--- src/rtl/crypto_in_arb_pkg.sv ---
// Shared types and constants for the crypto input arbiter.
package crypto_in_arb_pkg;

    typedef enum logic [1:0] {
        ST_IDLE = 2'd0,
        ST_HDR  = 2'd1,
        ST_BODY = 2'd2
    } arb_state_t;

    // ctrl value carried by plain data words; anything else is a header or EOP
    localparam int unsigned CTRL_DATA_WORD = 0;

endpackage

--- src/rtl/crypto_in_arb_if.sv ---
// NetFPGA-style data/ctrl/wr/rdy stream; master drives the word, slave drives rdy.
interface crypto_in_arb_if #(
    parameter int DATA_WIDTH = 64,
    parameter int CTRL_WIDTH = DATA_WIDTH / 8
) ();

    logic [DATA_WIDTH-1:0] data;
    logic [CTRL_WIDTH-1:0] ctrl;
    logic                  wr;
    logic                  rdy;

    modport master (output data, output ctrl, output wr, input rdy);
    modport slave  (input data, input ctrl, input wr, output rdy);

endinterface

--- src/rtl/fallthrough_small_fifo.sv ---
// Small fall-through FIFO: the head word is presented on o_dout whenever o_empty is low.
module fallthrough_small_fifo #(
    parameter int WIDTH          = 72,
    parameter int MAX_DEPTH_BITS = 2
) (
    input  logic             clk,
    input  logic             rst_n,
    input  logic [WIDTH-1:0] i_din,
    input  logic             i_wr_en,
    input  logic             i_rd_en,
    output logic [WIDTH-1:0] o_dout,
    output logic             o_nearly_full,
    output logic             o_empty
);

    localparam int unsigned DEPTH = 1 << MAX_DEPTH_BITS;

    logic [WIDTH-1:0]          r_mem [DEPTH];
    logic [MAX_DEPTH_BITS-1:0] r_wr_ptr;
    logic [MAX_DEPTH_BITS-1:0] r_rd_ptr;
    logic [MAX_DEPTH_BITS:0]   r_count;
    logic                      w_full;
    logic                      w_do_wr;
    logic                      w_do_rd;

    assign w_full        = (r_count == (MAX_DEPTH_BITS+1)'(DEPTH));
    assign o_nearly_full = (r_count >= (MAX_DEPTH_BITS+1)'(DEPTH - 1));
    assign o_empty       = (r_count == '0);
    assign o_dout        = r_mem[r_rd_ptr];

    assign w_do_wr = i_wr_en && !w_full;
    assign w_do_rd = i_rd_en && !o_empty;

    always_ff @(posedge clk) begin
        if (w_do_wr) begin
            r_mem[r_wr_ptr] <= i_din;
        end
    end

    always_ff @(posedge clk or negedge rst_n) begin
        if (!rst_n) begin
            r_wr_ptr <= '0;
            r_rd_ptr <= '0;
            r_count  <= '0;
        end else begin
            if (w_do_wr) r_wr_ptr <= r_wr_ptr + 1'b1;
            if (w_do_rd) r_rd_ptr <= r_rd_ptr + 1'b1;
            case ({w_do_wr, w_do_rd})
                2'b10:   r_count <= r_count + 1'b1;
                2'b01:   r_count <= r_count - 1'b1;
                default: r_count <= r_count;
            endcase
        end
    end

endmodule

--- src/rtl/crypto_in_arb.sv ---
// Packet-granular round-robin arbiter sharing one crypto datapath between two
// buffered packet streams, with per-input forwarded-packet counters.
module crypto_in_arb
    import crypto_in_arb_pkg::*;
#(
    parameter int DATA_WIDTH      = 64,
    parameter int CTRL_WIDTH      = DATA_WIDTH / 8,
    parameter int FIFO_DEPTH_BITS = 2,
    parameter int CNT_WIDTH       = 16
) (
    input  logic                   clk,
    input  logic                   reset,
    crypto_in_arb_if.slave         in_0,
    crypto_in_arb_if.slave         in_1,
    crypto_in_arb_if.master        out,
    output logic                   grant,
    output logic                   busy,
    output logic [CNT_WIDTH-1:0]   pkt_cnt_0,
    output logic [CNT_WIDTH-1:0]   pkt_cnt_1
);

    localparam int WORD_W = DATA_WIDTH + CTRL_WIDTH;

    arb_state_t              r_state;
    arb_state_t              w_nxt_state;
    logic                    r_grant;
    logic                    w_nxt_grant;
    logic                    r_rr_next;
    logic [WORD_W-1:0]       w_head_0;
    logic [WORD_W-1:0]       w_head_1;
    logic [WORD_W-1:0]       w_head;
    logic                    w_empty_0;
    logic                    w_empty_1;
    logic                    w_nf_0;
    logic                    w_nf_1;
    logic                    w_gnt_empty;
    logic                    w_is_data;
    logic                    w_rd;
    logic                    w_rd_0;
    logic                    w_rd_1;
    logic                    w_eop;
    logic                    r_out_wr;
    logic [DATA_WIDTH-1:0]   r_out_data;
    logic [CTRL_WIDTH-1:0]   r_out_ctrl;
    logic [CNT_WIDTH-1:0]    r_pkt_cnt_0;
    logic [CNT_WIDTH-1:0]    r_pkt_cnt_1;

    fallthrough_small_fifo #(
        .WIDTH          (WORD_W),
        .MAX_DEPTH_BITS (FIFO_DEPTH_BITS)
    ) u_fifo_0 (
        .clk           (clk),
        .rst_n         (reset),
        .i_din         ({in_0.ctrl, in_0.data}),
        .i_wr_en       (in_0.wr),
        .i_rd_en       (w_rd_0),
        .o_dout        (w_head_0),
        .o_nearly_full (w_nf_0),
        .o_empty       (w_empty_0)
    );

    fallthrough_small_fifo #(
        .WIDTH          (WORD_W),
        .MAX_DEPTH_BITS (FIFO_DEPTH_BITS)
    ) u_fifo_1 (
        .clk           (clk),
        .rst_n         (reset),
        .i_din         ({in_1.ctrl, in_1.data}),
        .i_wr_en       (in_1.wr),
        .i_rd_en       (w_rd_1),
        .o_dout        (w_head_1),
        .o_nearly_full (w_nf_1),
        .o_empty       (w_empty_1)
    );

    assign in_0.rdy = !w_nf_0;
    assign in_1.rdy = !w_nf_1;

    assign w_head      = r_grant ? w_head_1 : w_head_0;
    assign w_gnt_empty = r_grant ? w_empty_1 : w_empty_0;
    assign w_is_data   = (w_head[WORD_W-1 -: CTRL_WIDTH] == CTRL_WIDTH'(CTRL_DATA_WORD));

    always_ff @(posedge clk or negedge reset) begin
        if (!reset) begin
            r_state <= ST_IDLE;
            r_grant <= 1'b0;
        end else begin
            r_state <= w_nxt_state;
            r_grant <= w_nxt_grant;
        end
    end

    // Preferred input is r_rr_next; the other input is granted only if it alone has data.
    always_comb begin
        w_nxt_state = r_state;
        w_nxt_grant = r_grant;
        case (r_state)
            ST_IDLE: begin
                if (!(r_rr_next ? w_empty_1 : w_empty_0)) begin
                    w_nxt_grant = r_rr_next;
                    w_nxt_state = ST_HDR;
                end else if (!(r_rr_next ? w_empty_0 : w_empty_1)) begin
                    w_nxt_grant = !r_rr_next;
                    w_nxt_state = ST_HDR;
                end
            end
            ST_HDR:  if (w_rd && w_is_data) w_nxt_state = ST_BODY;
            ST_BODY: if (w_eop) w_nxt_state = ST_IDLE;
            default: w_nxt_state = ST_IDLE;
        endcase
    end

    always_comb begin
        w_rd   = (r_state != ST_IDLE) && !w_gnt_empty && out.rdy;
        w_eop  = w_rd && (r_state == ST_BODY) && !w_is_data;
        w_rd_0 = w_rd && !r_grant;
        w_rd_1 = w_rd && r_grant;
    end

    always_ff @(posedge clk or negedge reset) begin
        if (!reset) begin
            r_out_wr    <= 1'b0;
            r_out_data  <= '0;
            r_out_ctrl  <= '0;
            r_rr_next   <= 1'b0;
            r_pkt_cnt_0 <= '0;
            r_pkt_cnt_1 <= '0;
        end else begin
            r_out_wr <= w_rd;
            if (w_rd) begin
                {r_out_ctrl, r_out_data} <= w_head;
            end
            if (w_eop) begin
                r_rr_next <= !r_grant;
                if (r_grant) r_pkt_cnt_1 <= r_pkt_cnt_1 + 1'b1;
                else         r_pkt_cnt_0 <= r_pkt_cnt_0 + 1'b1;
            end
        end
    end

    assign out.wr    = r_out_wr;
    assign out.data  = r_out_data;
    assign out.ctrl  = r_out_ctrl;
    assign grant     = r_grant;
    assign busy      = (r_state != ST_IDLE);
    assign pkt_cnt_0 = r_pkt_cnt_0;
    assign pkt_cnt_1 = r_pkt_cnt_1;

endmodule

--- src/flat_wrapper.sv ---
// flat-port wrapper written by rule: the top's interface ports become plain ports
module crypto_in_arb_flat import crypto_in_arb_pkg::*;
#(
    parameter int DATA_WIDTH      = 64,
    parameter int CTRL_WIDTH      = DATA_WIDTH / 8,
    parameter int FIFO_DEPTH_BITS = 2,
    parameter int CNT_WIDTH       = 16
)
  (clk, reset, grant, busy, pkt_cnt_0, pkt_cnt_1, in_0_data, in_0_ctrl, in_0_wr, in_0_rdy, in_1_data, in_1_ctrl, in_1_wr, in_1_rdy, out_data, out_ctrl, out_wr, out_rdy);
  crypto_in_arb_if #(.DATA_WIDTH(DATA_WIDTH), .CTRL_WIDTH(CTRL_WIDTH)) in_0_i ();
  crypto_in_arb_if #(.DATA_WIDTH(DATA_WIDTH), .CTRL_WIDTH(CTRL_WIDTH)) in_1_i ();
  crypto_in_arb_if #(.DATA_WIDTH(DATA_WIDTH), .CTRL_WIDTH(CTRL_WIDTH)) out_i ();
  input  logic clk;
  input  logic reset;
  output logic grant;
  output logic busy;
  output logic [CNT_WIDTH-1:0] pkt_cnt_0;
  output logic [CNT_WIDTH-1:0] pkt_cnt_1;
  input wire logic [$bits(in_0_i.data)-1:0] in_0_data;
  input wire logic [$bits(in_0_i.ctrl)-1:0] in_0_ctrl;
  input wire logic [$bits(in_0_i.wr)-1:0] in_0_wr;
  output wire logic [$bits(in_0_i.rdy)-1:0] in_0_rdy;
  input wire logic [$bits(in_1_i.data)-1:0] in_1_data;
  input wire logic [$bits(in_1_i.ctrl)-1:0] in_1_ctrl;
  input wire logic [$bits(in_1_i.wr)-1:0] in_1_wr;
  output wire logic [$bits(in_1_i.rdy)-1:0] in_1_rdy;
  output wire logic [$bits(out_i.data)-1:0] out_data;
  output wire logic [$bits(out_i.ctrl)-1:0] out_ctrl;
  output wire logic [$bits(out_i.wr)-1:0] out_wr;
  input wire logic [$bits(out_i.rdy)-1:0] out_rdy;
  assign in_0_i.data = in_0_data;
  assign in_0_i.ctrl = in_0_ctrl;
  assign in_0_i.wr = in_0_wr;
  assign in_0_rdy = in_0_i.rdy;
  assign in_1_i.data = in_1_data;
  assign in_1_i.ctrl = in_1_ctrl;
  assign in_1_i.wr = in_1_wr;
  assign in_1_rdy = in_1_i.rdy;
  assign out_data = out_i.data;
  assign out_ctrl = out_i.ctrl;
  assign out_wr = out_i.wr;
  assign out_i.rdy = out_rdy;
  crypto_in_arb #(.DATA_WIDTH(DATA_WIDTH), .CTRL_WIDTH(CTRL_WIDTH), .FIFO_DEPTH_BITS(FIFO_DEPTH_BITS), .CNT_WIDTH(CNT_WIDTH)) u_core (.clk(clk), .reset(reset), .in_0(in_0_i), .in_1(in_1_i), .out(out_i), .grant(grant), .busy(busy), .pkt_cnt_0(pkt_cnt_0), .pkt_cnt_1(pkt_cnt_1));
endmodule
--- config.mk ---
export PLATFORM = sky130hd
export DESIGN_NAME = crypto_in_arb_flat
export DESIGN_NICKNAME = d
export VERILOG_FILES = /design/src/rtl/crypto_in_arb_pkg.sv /design/src/rtl/crypto_in_arb_if.sv /design/src/rtl/fallthrough_small_fifo.sv /design/src/rtl/crypto_in_arb.sv /design/src/flat_wrapper.sv
export SDC_FILE = /design/constraint.sdc
export NUM_CORES = 1
export LEC_CHECK = 0
export ABC_AREA = 1
export CAP_MARGIN = 20
export CORE_ASPECT_RATIO = 1.5
export CORE_MARGIN = 4
export CORE_UTILIZATION = 40
export DETAILED_ROUTE_END_ITERATION = 12
export MAX_ROUTING_LAYER = met4
export SLEW_MARGIN = 10
export SYNTH_ARGS = -nofsm -noshare
export SYNTH_HDL_FRONTEND = slang
export SYNTH_SLANG_ARGS = --single-unit
--- constraint.sdc ---
create_clock -name clk -period 5.6 [get_ports clk]
set_input_delay 1.4 -clock clk [delete_from_list [all_inputs] [get_ports clk]]
set_output_delay 1.4 -clock clk [all_outputs]
set_load 0.01 [all_outputs]
Word level (Yosys, flattened, before mapping)
Memory sizes are Yosys's and may differ from the RTL's.
Index checks and enable logic that the tools add are counted.
{"block": "op_classes", "n_mux": 17, "bitwise_logic": 1, "n_eq_ne": 12, "n_addsub": 10, "n_lt_le_gt_ge": 2, "n_reduce_logical": 32}
{"operator": "two-way mux 72 bit", "n": 1}
{"operator": "adder 16 x 1 -> 16 bit, second input constant", "n": 2}
{"operator": "case mux 3 bit (2 select lines)", "n": 2}
{"operator": "logical AND 1 bit", "n": 11}
{"operator": "zero test 1 bit", "n": 10}
{"operator": "two-way mux 1 bit", "n": 9}
{"operator": "adder 2 x 1 -> 2 bit, second input constant", "n": 4}
{"operator": "zero test 8 bit", "n": 1}
{"operator": "two-way mux 2 bit", "n": 4}
{"operator": "adder 3 x 1 -> 3 bit, second input constant", "n": 2}
{"operator": "equality test 2 x 1 -> 1 bit, second input constant", "n": 3}
{"operator": "equality test 2 bit, second input constant", "n": 3}
{"operator": "equality test 3 bit, second input constant", "n": 2}
{"operator": "greater-or-equal comparator 3 x 2 -> 1 bit, second input constant", "n": 2}
{"operator": "zero test 3 bit", "n": 2}
{"operator": "case mux 2 bit (3 select lines)", "n": 1}
{"operator": "AND reduction 2 bit", "n": 3}
{"operator": "nonzero test 2 bit", "n": 3}
{"operator": "subtractor 3 x 1 -> 3 bit, second input constant", "n": 2}
{"operator": "inequality test 2 x 1 -> 1 bit, second input constant", "n": 2}
{"operator": "inequality test 3 bit, second input constant", "n": 1}
{"operator": "AND reduction 3 bit", "n": 1}
{"operator": "zero test 2 bit", "n": 1}
{"operator": "inequality test 2 bit, second input constant", "n": 1}
{"operator": "inverter 1 bit", "n": 1}
{"block": "word_totals", "memories": 2, "ram_bits": 576, "ff_bits": 123, "word_cells": 90}
{"name": "u_core.u_fifo_0.r_mem", "words": 4, "word_bits": 72, "rd": 1, "rd_ports_with_merged_regs": 0, "wr": 1, "line_no": "fallthrough_small_fifo.sv:18", "text": "logic [WIDTH-1:0] r_mem [DEPTH];"}
{"name": "u_core.u_fifo_1.r_mem", "words": 4, "word_bits": 72, "rd": 1, "rd_ports_with_merged_regs": 0, "wr": 1, "line_no": "fallthrough_small_fifo.sv:18"}

Depth between registers and ports, before layout
{"block": "logic_depth", "word_depth": 9, "mapped_depth": 15, "depth_no_buf": 14}

Hierarchy
Synthesis repeated with hierarchy kept, for this count alone.
{"block": "unflattened", "hier_cells": 2530, "hier_area_um2": 29584.6}
{"mod": "fallthrough_small_fifo (u_core.u_fifo_0)", "cells_per_inst": 901, "instances": 1, "area_per_inst_um2": 12334.3, "seq_area_each_um2": 8823.5}
{"mod": "fallthrough_small_fifo (u_core.u_fifo_1)", "cells_per_inst": 900, "instances": 1, "area_per_inst_um2": 11772.5, "seq_area_each_um2": 8823.5}
{"mod": "crypto_in_arb", "cells_per_inst": 729, "instances": 1, "area_per_inst_um2": 5477.8, "seq_area_each_um2": 2727.6}

Worst setup path before layout
Ideal clock, no wire load.
{"block": "synth_timing", "path_kind": "input port to flip-flop", "from": "input in_1_wr", "to": "memory u_core.u_fifo_1.r_mem[0][0] (enable)", "slack_ns": 0.552, "setup_time_ns": 0.503, "arrival_time_ns": 4.545, "stages": 2, "required_time_ns": 5.097, "cell_sequence": "o31ai_2 nor2_1"}
{"block": "synth_between", "elab_chain_len": 3}
{"element": "from (decl)", "line_no": "flat_wrapper.sv:25", "text": "input wire logic [$bits(in_1_i.wr)-1:0] in_1_wr;"}
{"element": "logical AND 1 bit", "line_no": "fallthrough_small_fifo.sv:31", "text": "assign w_do_wr = i_wr_en && !w_full;"}
{"element": "two-way mux 1 bit", "line_no": "fallthrough_small_fifo.sv:35", "text": "if (w_do_wr) begin"}
{"element": "two-way mux 1 bit (not written as such)", "line_no": "fallthrough_small_fifo.sv:36", "text": "r_mem[r_wr_ptr] <= i_din;"}
{"element": "to (decl)", "line_no": "fallthrough_small_fifo.sv:18"}
Every way passes these cells.

Worst setup path after layout
{"block": "layout_timing", "from": "register u_core.r_state[0]", "to": "output busy"}
{"block": "layout_between", "elab_chain_len": 1}
{"element": "from (decl)", "line_no": "crypto_in_arb.sv:24", "text": "arb_state_t r_state;"}
{"element": "from (signal assigned)", "line_no": "crypto_in_arb.sv:88", "text": "r_state <= w_nxt_state;"}
{"element": "nonzero test 2 bit", "line_no": "crypto_in_arb.sv:145", "text": "assign busy = (r_state != ST_IDLE);"}
{"element": "to (decl)", "line_no": "flat_wrapper.sv:16", "text": "output logic busy;"}
Every way passes these cells.

==> results.py <==
metrics = {
    "run_status": {
        "outcome": "completed",
    },
    "synthesis": {
        "yosys_warnings": 0,
        "yosysUniqueCellTypes": 33,
        "synth_ff_type": "edfxtp_1",
        "synthArstFlopShare_pct": 17.6,
        "synth_edf_count": 576,
        "synth.avg_cell_area_um2": 12.6,
        "synth_seq_cells": 699,
        "yosysSeqAreaShare_pct": 73.2,
        "netlist_instances": 2211,
        "syn-num-nets": 2374,
        "synth_area_um2": 27800,
    },
    "timing": {
        "fin_skew_ns": 0.0320,
        "post-route-period-util_pct": 59.0,
        "finalSetupViolCount": 0,
        "rsz0062_at_grt": "false",
        "timing.slew.headroom_pct": 31.7,
        "post-route-min-period_ns": 3.30,
        "tightestPinTransition_ns": 1.02,
        "maxSlewViolCount": 0,
        "fmax_mhz": 303,
        "tns_ns": 0,
        "hold_viol": 0,
    },
    "floorplan": {
        "ioPinCount": 258,
        "fp.dieArea_um2": 73900,
        "std_cell_rows": 118,
        "coreArea_um2": 68900,
        "die_h_um": 331,
        "start_util_pct": 40.4,
        "die_w_um": 223,
    },
    "hold_path": {
        "hold_depth": 2,
        "holdPathEnd": "u_core.r_rr_next$_DFFE_PN0N_",
        "min_from": "u_core.r_rr_next$_DFFE_PN0N_",
        "holdCritPathClass": "flop to flop",
    },
    "final_layout": {
        "syn_to_final_growth_pct": 20.5,
        "layout-drive-gt1-share_pct": 6.54,
        "layout.nets": 2602,
        "design_area_um2": 33500,
    },
    "worst_setup_path": {
        "worstSetupStartpointType": "flop",
        "crit_path_end_kind": "primary output",
        "rr_worst_depth": 11,
        "reg2reg_from": "u_core.u_fifo_0.r_rd_ptr[0]$_DFFE_PN0P_",
        "required_ns": 4.20,
        "r2r-end": "u_core.pkt_cnt_1[6]$_DFFE_PN0P_",
        "arrival_ns": 1.90,
        "critPathMaxFanout": 4,
        "worst-r2r-setup-slack_ns": 2.36,
        "crit_type": "flop to primary output",
    },
    "routing": {
        "dr.pass1.iters": 7,
        "drc": 0,
        "final_antenna_net_count": 0,
        "dr_total_vias": 18200,
        "vias_per_cell": 5.32,
        "drt_iter0_markers": 1296,
        "wirelength_um": 73200,
        "wl_per_cell_um": 21.4,
    },
    "global_route": {
        "use_met1_pct": 23.4,
        "grt_max_degree": 85,
        "busiest_layer": "met2",
        "track_usage_pct": 20.0,
        "grt_pass1_wl_um": 110000,
        "first_global_vias": 18500,
        "met3_usage_pct": 4.67,
        "grt_overflow": 0,
        "grt_util_met2_pct": 34.1,
        "antenna_found_initial": 22,
    },
    "clock_tree": {
        "cts_tree": "built",
        "cts_made_buffers": 68,
        "cts_resized": 0,
        "clk_pin_slew_ns": 0.06,
        "cts_hold_buffers": 0,
        "clk-insertion-delay-late_ns": 0.61,
        "cts_root_buf": "clkbuf_16",
        "clock-sinks": 699,
        "post-cts-setup-buffers": 0,
        "h-tree-depth": 3,
        "clk_path_buf_depth": 3,
    },
    "place": {
        "port_buffers": 257,
        "placed_area_um2": 31300,
        "detailed_place_hpwl_um": 44000,
        "gp_congestion": 0.836,
    },
    "power": {
        "irDropWorstVdd_mv": 0.317,
        "p_leak_nw": 12.0,
        "p_per_area_nw_per_um2": 520,
    },
    "flow_run": {
        "maxCapViolCount": 0,
    },
}
worst max-delay path, cell delays in order (launching register included):
cell	delay, ns
dfrtp_1	0.41
nor2_1	0.25
inv_1	0.14
clkdlybuf4s50_1	0.51
cells in the mapped netlist (10+ instances only):
cell / number / area share, %
clkbuf_1: 76 / 1.0
o21ai_0: 144 / 2.6
inv_1: 85 / 1.1
nand2_1: 545 / 7.4
dfrtp_1: 123 / 11
xor2_1: 18 / 0.57
edfxtp_1: 576 / 62
o211ai_1: 64 / 1.7
nand4_1: 35 / 0.79
ha_1: 12 / 0.54
o22ai_1: 64 / 1.4
inv_2: 10 / 0.13
xnor2_1: 19 / 0.60
nand3_1: 60 / 1.1
buf_2: 38 / 0.68
a21oi_1: 70 / 1.3
nor2_1: 168 / 2.3
a32o_1: 64 / 2.3
routing by layer:
layer / share of wire, % / wire length [um] / up-vias
met3: 6.1 / 4480 / 119
met5: 0 / 0 / -
met2: 51 / 37000 / 532
met1: 41 / 29600 / 9092
li1: - / - / 8417
met4: 2.8 / 2050 / 0
where the power goes:
part           total [mW]  switching [mW]  internal, mW
Sequential           7.49           0.611          6.88
Combinational        5.41            3.52          1.89
Clock                4.55            1.92          2.63
Total                17.4            6.04          11.4
cells in the final DEF (no fill, tap or decap), types with 3 or more instances in the layout:
| cell | n |
|---|---|
| clkinv_1 | 9 |
| clkbuf_1 | 17 |
| o21ai_1 | 3 |
| clkbuf_8 | 5 |
| nor2_1 | 160 |
| clkbuf_16 | 71 |
| dfrtp_4 | 3 |
| o21ai_0 | 144 |
| nor2_4 | 8 |
| nand3_1 | 60 |
| inv_1 | 85 |
| xor2_1 | 18 |
| o22ai_1 | 64 |
| nand2_4 | 3 |
| o211ai_1 | 64 |
| buf_12 | 3 |
| clkinv_2 | 9 |
| ha_1 | 12 |
| buf_4 | 29 |
| bufinv_16 | 5 |
| a32o_1 | 64 |
| nor3_1 | 5 |
| clkdlybuf4s50_1 | 256 |
| nand4_1 | 35 |
| edfxtp_1 | 576 |
| xnor2_1 | 19 |
| inv_2 | 6 |
| nand2_1 | 543 |
| inv_4 | 3 |
| dfrtp_1 | 120 |
| diode_2 | 21 |
| a21oi_1 | 70 |
| clkinvlp_4 | 5 |
final cells by class:
class                      instances  area (um2)
sequential                       699       20400
antenna                           21        52.6
multi-input combinational       1286        6560
fill                            5975       35400
tap                              900        1130
clock buffer                      93        1910
inverter                          95         365
clock inverter                    30         288
timing repair buffer             289        2850
worst max-delay path by stage:
stage / start / endpoint
5_1_grt: u_core.u_fifo_0.r_rd_ptr[0]$_DFFE_PN0P_ / u_core.pkt_cnt_0[8]$_DFFE_PN0P_
6_report: u_core.r_state[0]$_DFFE_PN0P_ / busy
2_1_floorplan: in_1_wr / u_core.u_fifo_1.r_mem[0][0]$_DFFE_PP_
3_3_place_gp: out_rdy / u_core.u_fifo_1.r_count[2]$_DFFE_PN0P_
4_1_cts: u_core.r_state[0]$_DFFE_PN0P_ / busy
3_5_place_dp: in_0_wr / u_core.u_fifo_0.r_mem[1][21]$_DFFE_PP_
sequential cells by signal (all words and copies together) (netlist names), 3 cells and up:
register	cells
u_core.u_fifo_0.r_mem	288
u_core.u_fifo_1.r_count	3
u_core.pkt_cnt_0	16
u_core.u_fifo_1.r_mem	288
u_core.pkt_cnt_1	16
u_core.out.data	64
u_core.out.ctrl	8
u_core.u_fifo_0.r_count	3
cells by family (layout without fill, tap and decap cells):
family / count (synthesis) / in the layout / share of synthesized area (%)
other cells: 0 / 21 / 0
fa+ha+maj: 14 / 14 / 0.683
simple gates: 823 / 823 / 12.0
compound gates: 412 / 412 / 9.48
buf+inv: 226 / 507 / 3.49
xor+xnor: 37 / 37 / 1.16
flops: 699 / 699 / 73.2
stage by stage:
stage / setup WS, ns / instances / hold WS (ns) / util, % / total power, mW
2_1_floorplan: 0.552 / 2211 / 0.442 / - / 10.8
3_3_place_gp: 2.02 / 3268 / 0.472 / 45.4 / 12.9
3_5_place_dp: 1.99 / 3268 / 0.475 / 45.4 / 13.1
4_1_cts: 2.25 / 3391 / 0.488 / 48.6 / 17.7
5_1_grt: 2.08 / 3412 / 0.515 / 48.6 / 18.5
6_report: 2.30 / 3413 / 0.482 / 48.6 / 17.4
(Power assumes the default switching activity.)
